## src/rtl/pipeline_ctrl_pkg.sv

```systemverilog
// Shared types for the pipeline hazard controller and the stage registers it drives.
package pipeline_ctrl_pkg;

    typedef enum logic [1:0] {
        ST_INIT   = 2'd0,
        ST_RUN    = 2'd1,
        ST_MULDIV = 2'd2
    } hz_state_t;

    typedef struct packed {
        logic pc_write;
        logic if_id_write;
        logic if_id_flush;
        logic id_ex_write;
        logic id_ex_flush;
        logic ex_mem_write;
        logic ex_mem_flush;
        logic mem_wb_flush;
    } pipe_ctrl_t;

    localparam pipe_ctrl_t CTRL_RUN = '{
        pc_write: 1'b1, if_id_write: 1'b1, if_id_flush: 1'b0, id_ex_write: 1'b1,
        id_ex_flush: 1'b0, ex_mem_write: 1'b1, ex_mem_flush: 1'b0, mem_wb_flush: 1'b0
    };

    localparam pipe_ctrl_t CTRL_INIT = '{
        pc_write: 1'b0, if_id_write: 1'b0, if_id_flush: 1'b1, id_ex_write: 1'b0,
        id_ex_flush: 1'b1, ex_mem_write: 1'b0, ex_mem_flush: 1'b1, mem_wb_flush: 1'b1
    };

    // x0 is hardwired to zero, so a load targeting it never creates a dependency.
    function automatic logic load_use_hit(
        input logic       ex_mem_read,
        input logic [4:0] ex_rd,
        input logic       uses_rs1,
        input logic [4:0] rs1,
        input logic       uses_rs2,
        input logic [4:0] rs2
    );
        return ex_mem_read && (ex_rd != 5'd0) &&
               ((uses_rs1 && (rs1 == ex_rd)) || (uses_rs2 && (rs2 == ex_rd)));
    endfunction

endpackage

```

## src/rtl/pipeline_hazard_controller_if.sv

```systemverilog
// Hazard inputs from the pipeline and the per-register control it receives back.
interface pipeline_hazard_controller_if #(
    parameter int CNT_W = 32
);
    logic [4:0]       ID_Rs1;
    logic [4:0]       ID_Rs2;
    logic             ID_UsesRs1;
    logic             ID_UsesRs2;
    logic             EX_MemRead;
    logic [4:0]       EX_Rd;
    logic             EX_BranchTaken;
    logic             EX_IsMulDiv;
    logic             muldiv_done;
    logic             MEM_MemAccess;
    logic             dmem_ready;

    logic             PC_write;
    logic             IF_ID_write;
    logic             IF_ID_flush;
    logic             ID_EX_write;
    logic             ID_EX_flush;
    logic             EX_MEM_write;
    logic             EX_MEM_flush;
    logic             MEM_WB_flush;
    logic             muldiv_start;
    logic [CNT_W-1:0] stall_count;
    logic [CNT_W-1:0] flush_count;
    logic             mem_timeout_err;

    modport master (
        output ID_Rs1, ID_Rs2, ID_UsesRs1, ID_UsesRs2, EX_MemRead, EX_Rd,
               EX_BranchTaken, EX_IsMulDiv, muldiv_done, MEM_MemAccess, dmem_ready,
        input  PC_write, IF_ID_write, IF_ID_flush, ID_EX_write, ID_EX_flush,
               EX_MEM_write, EX_MEM_flush, MEM_WB_flush, muldiv_start,
               stall_count, flush_count, mem_timeout_err
    );

    modport slave (
        input  ID_Rs1, ID_Rs2, ID_UsesRs1, ID_UsesRs2, EX_MemRead, EX_Rd,
               EX_BranchTaken, EX_IsMulDiv, muldiv_done, MEM_MemAccess, dmem_ready,
        output PC_write, IF_ID_write, IF_ID_flush, ID_EX_write, ID_EX_flush,
               EX_MEM_write, EX_MEM_flush, MEM_WB_flush, muldiv_start,
               stall_count, flush_count, mem_timeout_err
    );
endinterface

```

## src/rtl/sat_counter.sv

```systemverilog
// Event counter that sticks at all-ones instead of wrapping.
module sat_counter #(
    parameter int W = 32
) (
    input  logic         clk,
    input  logic         rst_n,
    input  logic         en,
    output logic [W-1:0] count
);
    logic [W-1:0] count_q, count_d;

    always_comb begin
        count_d = count_q;
        if (en && (count_q != '1)) count_d = count_q + W'(1);
    end

    always_ff @(posedge clk or negedge rst_n) begin
        if (!rst_n) count_q <= '0;
        else        count_q <= count_d;
    end

    assign count = count_q;
endmodule

```

## src/rtl/pipeline_hazard_controller.sv

```systemverilog
// Stall/flush sequencer for the 5-stage pipeline: load-use, branch squash,
// multi-cycle mul/div occupancy of EX and data-memory wait states.
module pipeline_hazard_controller
    import pipeline_ctrl_pkg::*;
#(
    parameter int CNT_W       = 32,
    parameter int MEM_TIMEOUT = 255
) (
    input  logic                         clk,
    input  logic                         rst_n,
    pipeline_hazard_controller_if.slave  hz
);
    localparam int              WC_W        = $clog2(MEM_TIMEOUT + 1);
    localparam logic [WC_W-1:0] TIMEOUT_LIM = WC_W'(MEM_TIMEOUT);

    hz_state_t       state_q, state_d;
    pipe_ctrl_t      ctrl;
    logic            mem_wait, load_use, muldiv_start, stall_inc, flush_inc;
    logic [WC_W-1:0] wait_cnt_q, wait_cnt_d;
    logic            err_q, err_d;
    logic [CNT_W-1:0] stall_cnt, flush_cnt;

    assign mem_wait = (state_q != ST_INIT) && hz.MEM_MemAccess && !hz.dmem_ready;
    assign load_use = load_use_hit(hz.EX_MemRead, hz.EX_Rd, hz.ID_UsesRs1, hz.ID_Rs1,
                                   hz.ID_UsesRs2, hz.ID_Rs2);

    always_comb begin
        state_d      = state_q;
        ctrl         = CTRL_RUN;
        muldiv_start = 1'b0;
        flush_inc    = 1'b0;
        case (state_q)
            ST_INIT: begin
                ctrl    = CTRL_INIT;
                state_d = ST_RUN;
            end
            default: begin
                // A memory wait freezes everything upstream of MEM; pending
                // branch/load-use/mul-div decisions are re-evaluated on release.
                if (mem_wait) begin
                    ctrl.pc_write     = 1'b0;
                    ctrl.if_id_write  = 1'b0;
                    ctrl.id_ex_write  = 1'b0;
                    ctrl.ex_mem_write = 1'b0;
                    ctrl.mem_wb_flush = 1'b1;
                end else if (state_q == ST_MULDIV) begin
                    if (hz.muldiv_done) begin
                        state_d = ST_RUN;
                    end else begin
                        ctrl.pc_write     = 1'b0;
                        ctrl.if_id_write  = 1'b0;
                        ctrl.id_ex_write  = 1'b0;
                        ctrl.ex_mem_write = 1'b0;
                        ctrl.ex_mem_flush = 1'b1;
                    end
                end else if (hz.EX_IsMulDiv) begin
                    muldiv_start      = 1'b1;
                    ctrl.pc_write     = 1'b0;
                    ctrl.if_id_write  = 1'b0;
                    ctrl.id_ex_write  = 1'b0;
                    ctrl.ex_mem_write = 1'b0;
                    ctrl.ex_mem_flush = 1'b1;
                    state_d           = ST_MULDIV;
                end else if (hz.EX_BranchTaken) begin
                    ctrl.if_id_write = 1'b0;
                    ctrl.if_id_flush = 1'b1;
                    ctrl.id_ex_write = 1'b0;
                    ctrl.id_ex_flush = 1'b1;
                    flush_inc        = 1'b1;
                end else if (load_use) begin
                    ctrl.pc_write    = 1'b0;
                    ctrl.if_id_write = 1'b0;
                    ctrl.id_ex_write = 1'b0;
                    ctrl.id_ex_flush = 1'b1;
                end
            end
        endcase
    end

    assign stall_inc = (state_q != ST_INIT) && !ctrl.pc_write;

    always_comb begin
        wait_cnt_d = '0;
        if (mem_wait)
            wait_cnt_d = (wait_cnt_q == TIMEOUT_LIM) ? wait_cnt_q : wait_cnt_q + WC_W'(1);
        err_d = err_q || (wait_cnt_d == TIMEOUT_LIM);
    end

    always_ff @(posedge clk or negedge rst_n) begin
        if (!rst_n) begin
            state_q    <= ST_INIT;
            wait_cnt_q <= '0;
            err_q      <= 1'b0;
        end else begin
            state_q    <= state_d;
            wait_cnt_q <= wait_cnt_d;
            err_q      <= err_d;
        end
    end

    sat_counter #(.W(CNT_W)) u_stall_cnt (
        .clk   (clk),
        .rst_n (rst_n),
        .en    (stall_inc),
        .count (stall_cnt)
    );

    sat_counter #(.W(CNT_W)) u_flush_cnt (
        .clk   (clk),
        .rst_n (rst_n),
        .en    (flush_inc),
        .count (flush_cnt)
    );

    assign hz.PC_write        = ctrl.pc_write;
    assign hz.IF_ID_write     = ctrl.if_id_write;
    assign hz.IF_ID_flush     = ctrl.if_id_flush;
    assign hz.ID_EX_write     = ctrl.id_ex_write;
    assign hz.ID_EX_flush     = ctrl.id_ex_flush;
    assign hz.EX_MEM_write    = ctrl.ex_mem_write;
    assign hz.EX_MEM_flush    = ctrl.ex_mem_flush;
    assign hz.MEM_WB_flush    = ctrl.mem_wb_flush;
    assign hz.muldiv_start    = muldiv_start;
    assign hz.stall_count     = stall_cnt;
    assign hz.flush_count     = flush_cnt;
    assign hz.mem_timeout_err = err_q;
endmodule

```

## src/flat_wrapper.sv

```systemverilog
// flat-port wrapper written by rule: the top's interface ports become plain ports
module pipeline_hazard_controller_flat import pipeline_ctrl_pkg::*;
#(
    parameter int CNT_W       = 32,
    parameter int MEM_TIMEOUT = 255
)
  (clk, rst_n, hz_ID_Rs1, hz_ID_Rs2, hz_ID_UsesRs1, hz_ID_UsesRs2, hz_EX_MemRead, hz_EX_Rd, hz_EX_BranchTaken, hz_EX_IsMulDiv, hz_muldiv_done, hz_MEM_MemAccess, hz_dmem_ready, hz_PC_write, hz_IF_ID_write, hz_IF_ID_flush, hz_ID_EX_write, hz_ID_EX_flush, hz_EX_MEM_write, hz_EX_MEM_flush, hz_MEM_WB_flush, hz_muldiv_start, hz_stall_count, hz_flush_count, hz_mem_timeout_err);
  pipeline_hazard_controller_if #(.CNT_W(CNT_W)) hz_i ();
  input  logic clk;
  input  logic rst_n;
  input wire logic [$bits(hz_i.ID_Rs1)-1:0] hz_ID_Rs1;
  input wire logic [$bits(hz_i.ID_Rs2)-1:0] hz_ID_Rs2;
  input wire logic [$bits(hz_i.ID_UsesRs1)-1:0] hz_ID_UsesRs1;
  input wire logic [$bits(hz_i.ID_UsesRs2)-1:0] hz_ID_UsesRs2;
  input wire logic [$bits(hz_i.EX_MemRead)-1:0] hz_EX_MemRead;
  input wire logic [$bits(hz_i.EX_Rd)-1:0] hz_EX_Rd;
  input wire logic [$bits(hz_i.EX_BranchTaken)-1:0] hz_EX_BranchTaken;
  input wire logic [$bits(hz_i.EX_IsMulDiv)-1:0] hz_EX_IsMulDiv;
  input wire logic [$bits(hz_i.muldiv_done)-1:0] hz_muldiv_done;
  input wire logic [$bits(hz_i.MEM_MemAccess)-1:0] hz_MEM_MemAccess;
  input wire logic [$bits(hz_i.dmem_ready)-1:0] hz_dmem_ready;
  output wire logic [$bits(hz_i.PC_write)-1:0] hz_PC_write;
  output wire logic [$bits(hz_i.IF_ID_write)-1:0] hz_IF_ID_write;
  output wire logic [$bits(hz_i.IF_ID_flush)-1:0] hz_IF_ID_flush;
  output wire logic [$bits(hz_i.ID_EX_write)-1:0] hz_ID_EX_write;
  output wire logic [$bits(hz_i.ID_EX_flush)-1:0] hz_ID_EX_flush;
  output wire logic [$bits(hz_i.EX_MEM_write)-1:0] hz_EX_MEM_write;
  output wire logic [$bits(hz_i.EX_MEM_flush)-1:0] hz_EX_MEM_flush;
  output wire logic [$bits(hz_i.MEM_WB_flush)-1:0] hz_MEM_WB_flush;
  output wire logic [$bits(hz_i.muldiv_start)-1:0] hz_muldiv_start;
  output wire logic [$bits(hz_i.stall_count)-1:0] hz_stall_count;
  output wire logic [$bits(hz_i.flush_count)-1:0] hz_flush_count;
  output wire logic [$bits(hz_i.mem_timeout_err)-1:0] hz_mem_timeout_err;
  assign hz_i.ID_Rs1 = hz_ID_Rs1;
  assign hz_i.ID_Rs2 = hz_ID_Rs2;
  assign hz_i.ID_UsesRs1 = hz_ID_UsesRs1;
  assign hz_i.ID_UsesRs2 = hz_ID_UsesRs2;
  assign hz_i.EX_MemRead = hz_EX_MemRead;
  assign hz_i.EX_Rd = hz_EX_Rd;
  assign hz_i.EX_BranchTaken = hz_EX_BranchTaken;
  assign hz_i.EX_IsMulDiv = hz_EX_IsMulDiv;
  assign hz_i.muldiv_done = hz_muldiv_done;
  assign hz_i.MEM_MemAccess = hz_MEM_MemAccess;
  assign hz_i.dmem_ready = hz_dmem_ready;
  assign hz_PC_write = hz_i.PC_write;
  assign hz_IF_ID_write = hz_i.IF_ID_write;
  assign hz_IF_ID_flush = hz_i.IF_ID_flush;
  assign hz_ID_EX_write = hz_i.ID_EX_write;
  assign hz_ID_EX_flush = hz_i.ID_EX_flush;
  assign hz_EX_MEM_write = hz_i.EX_MEM_write;
  assign hz_EX_MEM_flush = hz_i.EX_MEM_flush;
  assign hz_MEM_WB_flush = hz_i.MEM_WB_flush;
  assign hz_muldiv_start = hz_i.muldiv_start;
  assign hz_stall_count = hz_i.stall_count;
  assign hz_flush_count = hz_i.flush_count;
  assign hz_mem_timeout_err = hz_i.mem_timeout_err;
  pipeline_hazard_controller #(.CNT_W(CNT_W), .MEM_TIMEOUT(MEM_TIMEOUT)) u_core (.clk(clk), .rst_n(rst_n), .hz(hz_i));
endmodule
```

## config.mk

```make
export PLATFORM = sky130hd
export DESIGN_NAME = pipeline_hazard_controller_flat
export DESIGN_NICKNAME = d
export VERILOG_FILES = /design/src/rtl/pipeline_ctrl_pkg.sv /design/src/rtl/pipeline_hazard_controller_if.sv /design/src/rtl/sat_counter.sv /design/src/rtl/pipeline_hazard_controller.sv /design/src/flat_wrapper.sv
export SDC_FILE = /design/constraint.sdc
export NUM_CORES = 1
export LEC_CHECK = 0
export ABC_AREA = 1
export CELL_PAD_IN_SITES_DETAIL_PLACEMENT = 2
export CELL_PAD_IN_SITES_GLOBAL_PLACEMENT = 2
export CORE_UTILIZATION = 28
export DETAILED_ROUTE_END_ITERATION = 7
export GPL_TIMING_DRIVEN = 0
export HOLD_SLACK_MARGIN = 0.08
export PLACE_DENSITY = 0.77
export SLEW_MARGIN = 20
export SYNTH_ARGS = -nofsm -noshare
export SYNTH_HDL_FRONTEND = slang
export SYNTH_HIERARCHICAL = 1
export SYNTH_SLANG_ARGS = --single-unit
```

## constraint.sdc

```tcl
create_clock -name clk -period 3.2 [get_ports clk]
set_input_delay 0.64 -clock clk [delete_from_list [all_inputs] [get_ports clk]]
set_output_delay 0.64 -clock clk [all_outputs]
set_load 0.05 [all_outputs]
```

==> results <==
- Measured along the x axis, the die boundary spans 140 µm.
- The cell at the root of the clock tree is sky130_fd_sc_hd__clkbuf_16.
- The clock-pin transition on the worst setup and hold timing paths is 0.07 ns.
- The startpoint of the lowest-slack register-to-register path is u_core/state_q[1].
- At the worst endpoint, the required time is 2.56 ns.
- For this run, the post-layout net count is 966.
- At the pin with the least slew margin, the transition time is 0.544 ns.
- Setup repair after global routing left no endpoint under its margin.
- Leaving out filler cells and counting taps, the final layout contains 1177.
- At the placement stage, the worst setup path has a slack of -0.715 ns.
- The remaining antenna violation count is 0.
- The number of clock buffers added by TritonCTS is 9.
- The number of placement rows is 50.
- The worst reg2reg path endpoint is u_core/u_flush_cnt/count[26].
- The DRC marker count from the first detailed-route iteration is 181.
- After detailed routing, the met3 layer carries 567 µm of wire.
- The leakage power figure is 3.02 nW.
- The number of maximum-capacitance violations is 0.
- The first detailed-routing pass ran for 4 iterations.
- In the layout the commonest cells are sky130_fd_sc_hd__nand2_1, sky130_fd_sc_hd__nor2_1, sky130_fd_sc_hd__clkdlybuf4s50_1.
- Counting tap cells, the placed design contains a total of 1160 instances.
- The average wire per standard cell is 16.1 µm.
- The maximum operating frequency is 0.329 GHz.
- The final worst-path setup slack is 0.162 ns.
- The gate count of the mapped netlist is 827.
- The post-route minimum period is 3.04 ns.
- The repair_antennas step left the layout with diodes totalling 0.
- The top layer used by detailed routing is met4.
- The share of the yosys chip area belonging to registers is 35.3%.
- The core area is 18600 µm².
- The worst setup path is of the primary input to primary output kind.
- The die is 140 µm tall.
- The later-pin clock latency in the skew report is 0.35 ns.
- The number of global-route vias before repair is 6151.
- The final setup skew is 0.00723 ns.
- The quantity of I/O buffers inserted on ports is 98.
- Detailed placement finished with a half-perimeter wire length of 14900 µm.
- In this run the worst hold path is classified as primary input to asynchronous set/reset pin.
- Relative to the synthesized area, the layout overhead comes to 31.0%.
- Headroom to the max-slew limit came out at 63.7%.
- The global-route usage over all layers is 20.3%.
- The total count of max-transition violations in the final report is 0.
- The area of the mapped netlist is 5310 µm².
- The maximum clock path buffer count is 2.
- The number of warning messages in the yosys log is 6.
- Fill cells in the final layout number 2298.
- The number of remaining DRC errors is 0.
- The detailed-route via count is 5713.
- The power density over cell area is 506 nW/µm².
- The critical path data arrival time is 2.40 ns.
- The number of H-tree levels is 3.
- The number of nets in the synthesized netlist is 855.
- The synthesis-stage register bit count is 75.
- The final number of hold-violating endpoints is 0.
- The global-route wire length before repair is 31500 µm.
- After layout, the worst path uses 94.9% of the clock period.
- The number of flops mapped to enable cells by yosys is 0.
- The critical path launch point type is a primary input.
- The area used by sequential logic in the layout is 1880 µm².
- The congestion estimate from routability-driven global placement came to 0.801.
- The clock tree from TritonCTS is done.
- Across the VDD grid, the largest voltage drop is 0.000374 V.
- In the final layout, the share of cells above drive strength 1 is 9.33%.
- Once the floorplan was initialized, standard cells occupied 28.5% of the core.
- Entering global routing, the biggest net connects 51 pins.
- The total wirelength of the detailed-routed design is 18900 µm.
- During I/O placement, the number of pins put on the boundary was 99.
- The fraction of synthesis flops using an asynchronous set or reset pin is 100%.
- The die covers 19500 µm².
- The capturing element type of the critical path is a primary output.
- The run finished with clean final reports.
- The most used flip-flop cell after synthesis is sky130_fd_sc_hd__dfrtp_1.
- Setup violations remaining at the end of the flow were counted as 0.
- Leaving out fill and tap cells, the most frequent cell in the layout is sky130_fd_sc_hd__nand2_1.
- The number of antenna violations at the first check in global routing is 0.
- The count of distinct cell types in the synthesized netlist is 26.
- In this run the mean area of a mapped cell was 6.43 µm².
- Using the TritonRoute via totals, the vias-per-cell ratio works out to 4.85.
- The number of cells on the worst reg-to-reg path is 13.
- The met2 layer wire length in the routed design is 9520 µm.
- The largest fanout of any net on the critical path is 10.
- The met1 wire length is 8630 µm.
- The multi-input logic area is 3030 µm².
- The register-to-register path setup slack is 0.40 ns.
- The leftover overflow at the end of global routing is 0.
- Counting every sink on the clock net gives 75.
[area by class of cell]
class                           instances  area share [%]
Buffer                                 12            1.83
Multi-Input combinational cell        657            43.5
Timing Repair Buffer                  100            14.3
Clock inverter                          7            1.46
Tap cell                              234            4.20
Clock buffer                            9            3.23
Inverter                               83            4.47
Sequential cell                        75            27.0
[Yosys cell counts, types with 2 or more instances]
| master | instances | area (µm²) |
|---|---|---|
| sky130_fd_sc_hd__nand3b_1 | 17 | 128 |
| sky130_fd_sc_hd__dfrtp_1 | 75 | 1880 |
| sky130_fd_sc_hd__and2_1 | 2 | 12.5 |
| sky130_fd_sc_hd__xor2_1 | 4 | 35.0 |
| sky130_fd_sc_hd__o21ai_0 | 12 | 60.1 |
| sky130_fd_sc_hd__xnor2_1 | 13 | 114 |
| sky130_fd_sc_hd__inv_2 | 4 | 15.0 |
| sky130_fd_sc_hd__nand4_1 | 21 | 131 |
| sky130_fd_sc_hd__nand3_2 | 2 | 20.0 |
| sky130_fd_sc_hd__nor2_2 | 7 | 43.8 |
| sky130_fd_sc_hd__ha_1 | 3 | 37.5 |
| sky130_fd_sc_hd__nand2_4 | 5 | 56.3 |
| sky130_fd_sc_hd__a21oi_2 | 3 | 26.3 |
| sky130_fd_sc_hd__nor2_1 | 130 | 488 |
| sky130_fd_sc_hd__nand2_2 | 16 | 100 |
| sky130_fd_sc_hd__inv_1 | 79 | 297 |
| sky130_fd_sc_hd__nor2_4 | 10 | 113 |
| sky130_fd_sc_hd__nand3_1 | 56 | 280 |
| sky130_fd_sc_hd__a21oi_1 | 2 | 10.0 |
| sky130_fd_sc_hd__nor3_1 | 4 | 20.0 |
| sky130_fd_sc_hd__buf_6 | 8 | 90.1 |
| sky130_fd_sc_hd__buf_4 | 3 | 22.5 |
| sky130_fd_sc_hd__nand2_1 | 348 | 1310 |
[state kept, by name, indices dropped and copies added (netlist names)]
signal                     flops
u_core/hz.mem_timeout_err      1
u_core/state_q                 2
u_core/u_stall_cnt/count      32
u_core/u_flush_cnt/count      32
u_core/wait_cnt_q              8
[layer usage]
layer | vias to the layer above | GRT usage [%]
met2 | 81 | 36.2
met1 | 2833 | 25.4
li1 | 2785 | -
met5 | - | 0
met3 | 14 | 3.23
met4 | 0 | 4.86
[worst max-delay path by stage]
stage                        startpoint                           end  slack (ns)  cells past startpoint
final                     hz_dmem_ready                hz_IF_ID_flush        0.16                      9
after global placement            rst_n   u_core/u_stall_cnt/count[0]       -1.62                      1
after detailed placement  hz_dmem_ready  u_core/u_flush_cnt/count[26]       -0.72                     15
after CTS                   hz_EX_Rd[3]                hz_IF_ID_write        0.03                     10
after global routing      hz_dmem_ready                hz_IF_ID_flush       0.003                      9
after floorplan             hz_EX_Rd[2]                hz_IF_ID_write        0.29                      8
[kinds of logic after synthesis]
group                      count (synthesis)  synth area share (%)
DFF                                       75                  35.3
AOI/OAI and AO/OA                         19                  2.12
buffers and inverters                     95                  8.26
and+or+nand+nor                          618                  50.8
adders and majority gates                  3                 0.706
xor gates and xnor gates                  17                  2.80
[repair_timing]
item,in CTS,in global routing
cloned,0,0
hold buffers,0,0
endpoints found under the setup margin,22,14
setup buffers,0,1
gates resized for setup,11,12
pin swaps,0,1
[through the flow]
| stage | utilization [%] | cell area, µm² | total power [mW] | setup TNS, ns | hold slack (ns) |
|---|---|---|---|---|---|
| floorplan | - | 5310 | 1.94 | 0 | 0.344 |
| global placement | 35.3 | 6590 | 2.38 | -133.08 | 0.455 |
| detailed placement | 35.5 | 6610 | 2.40 | -13.12 | 0.455 |
| CTS | 37.3 | 6950 | 3.57 | 0 | 0.219 |
| global route | 37.3 | 6960 | 3.71 | 0 | 0.231 |
| finish | 37.3 | 6960 | 3.52 | 0 | 0.210 |
[power by group]
group | internal [mW] | switching (mW)
clock network | 0.690 | 0.469
logic | 0.373 | 0.853
registers | 1.02 | 0.116
total | 2.08 | 1.44
[worst max-delay path, cell delays in order]
cell	delay [ns]
sky130_fd_sc_hd__clkdlybuf4s50_1	0.46
sky130_fd_sc_hd__inv_1	0.04
sky130_fd_sc_hd__nand2_1	0.12
sky130_fd_sc_hd__nor2_4	0.05
sky130_fd_sc_hd__buf_6	0.15
sky130_fd_sc_hd__nor3_1	0.20
sky130_fd_sc_hd__nand2_1	0.15
sky130_fd_sc_hd__nand2_1	0.08
sky130_fd_sc_hd__clkdlybuf4s15_1	0.50
Power figures use the tool's default switching activity.
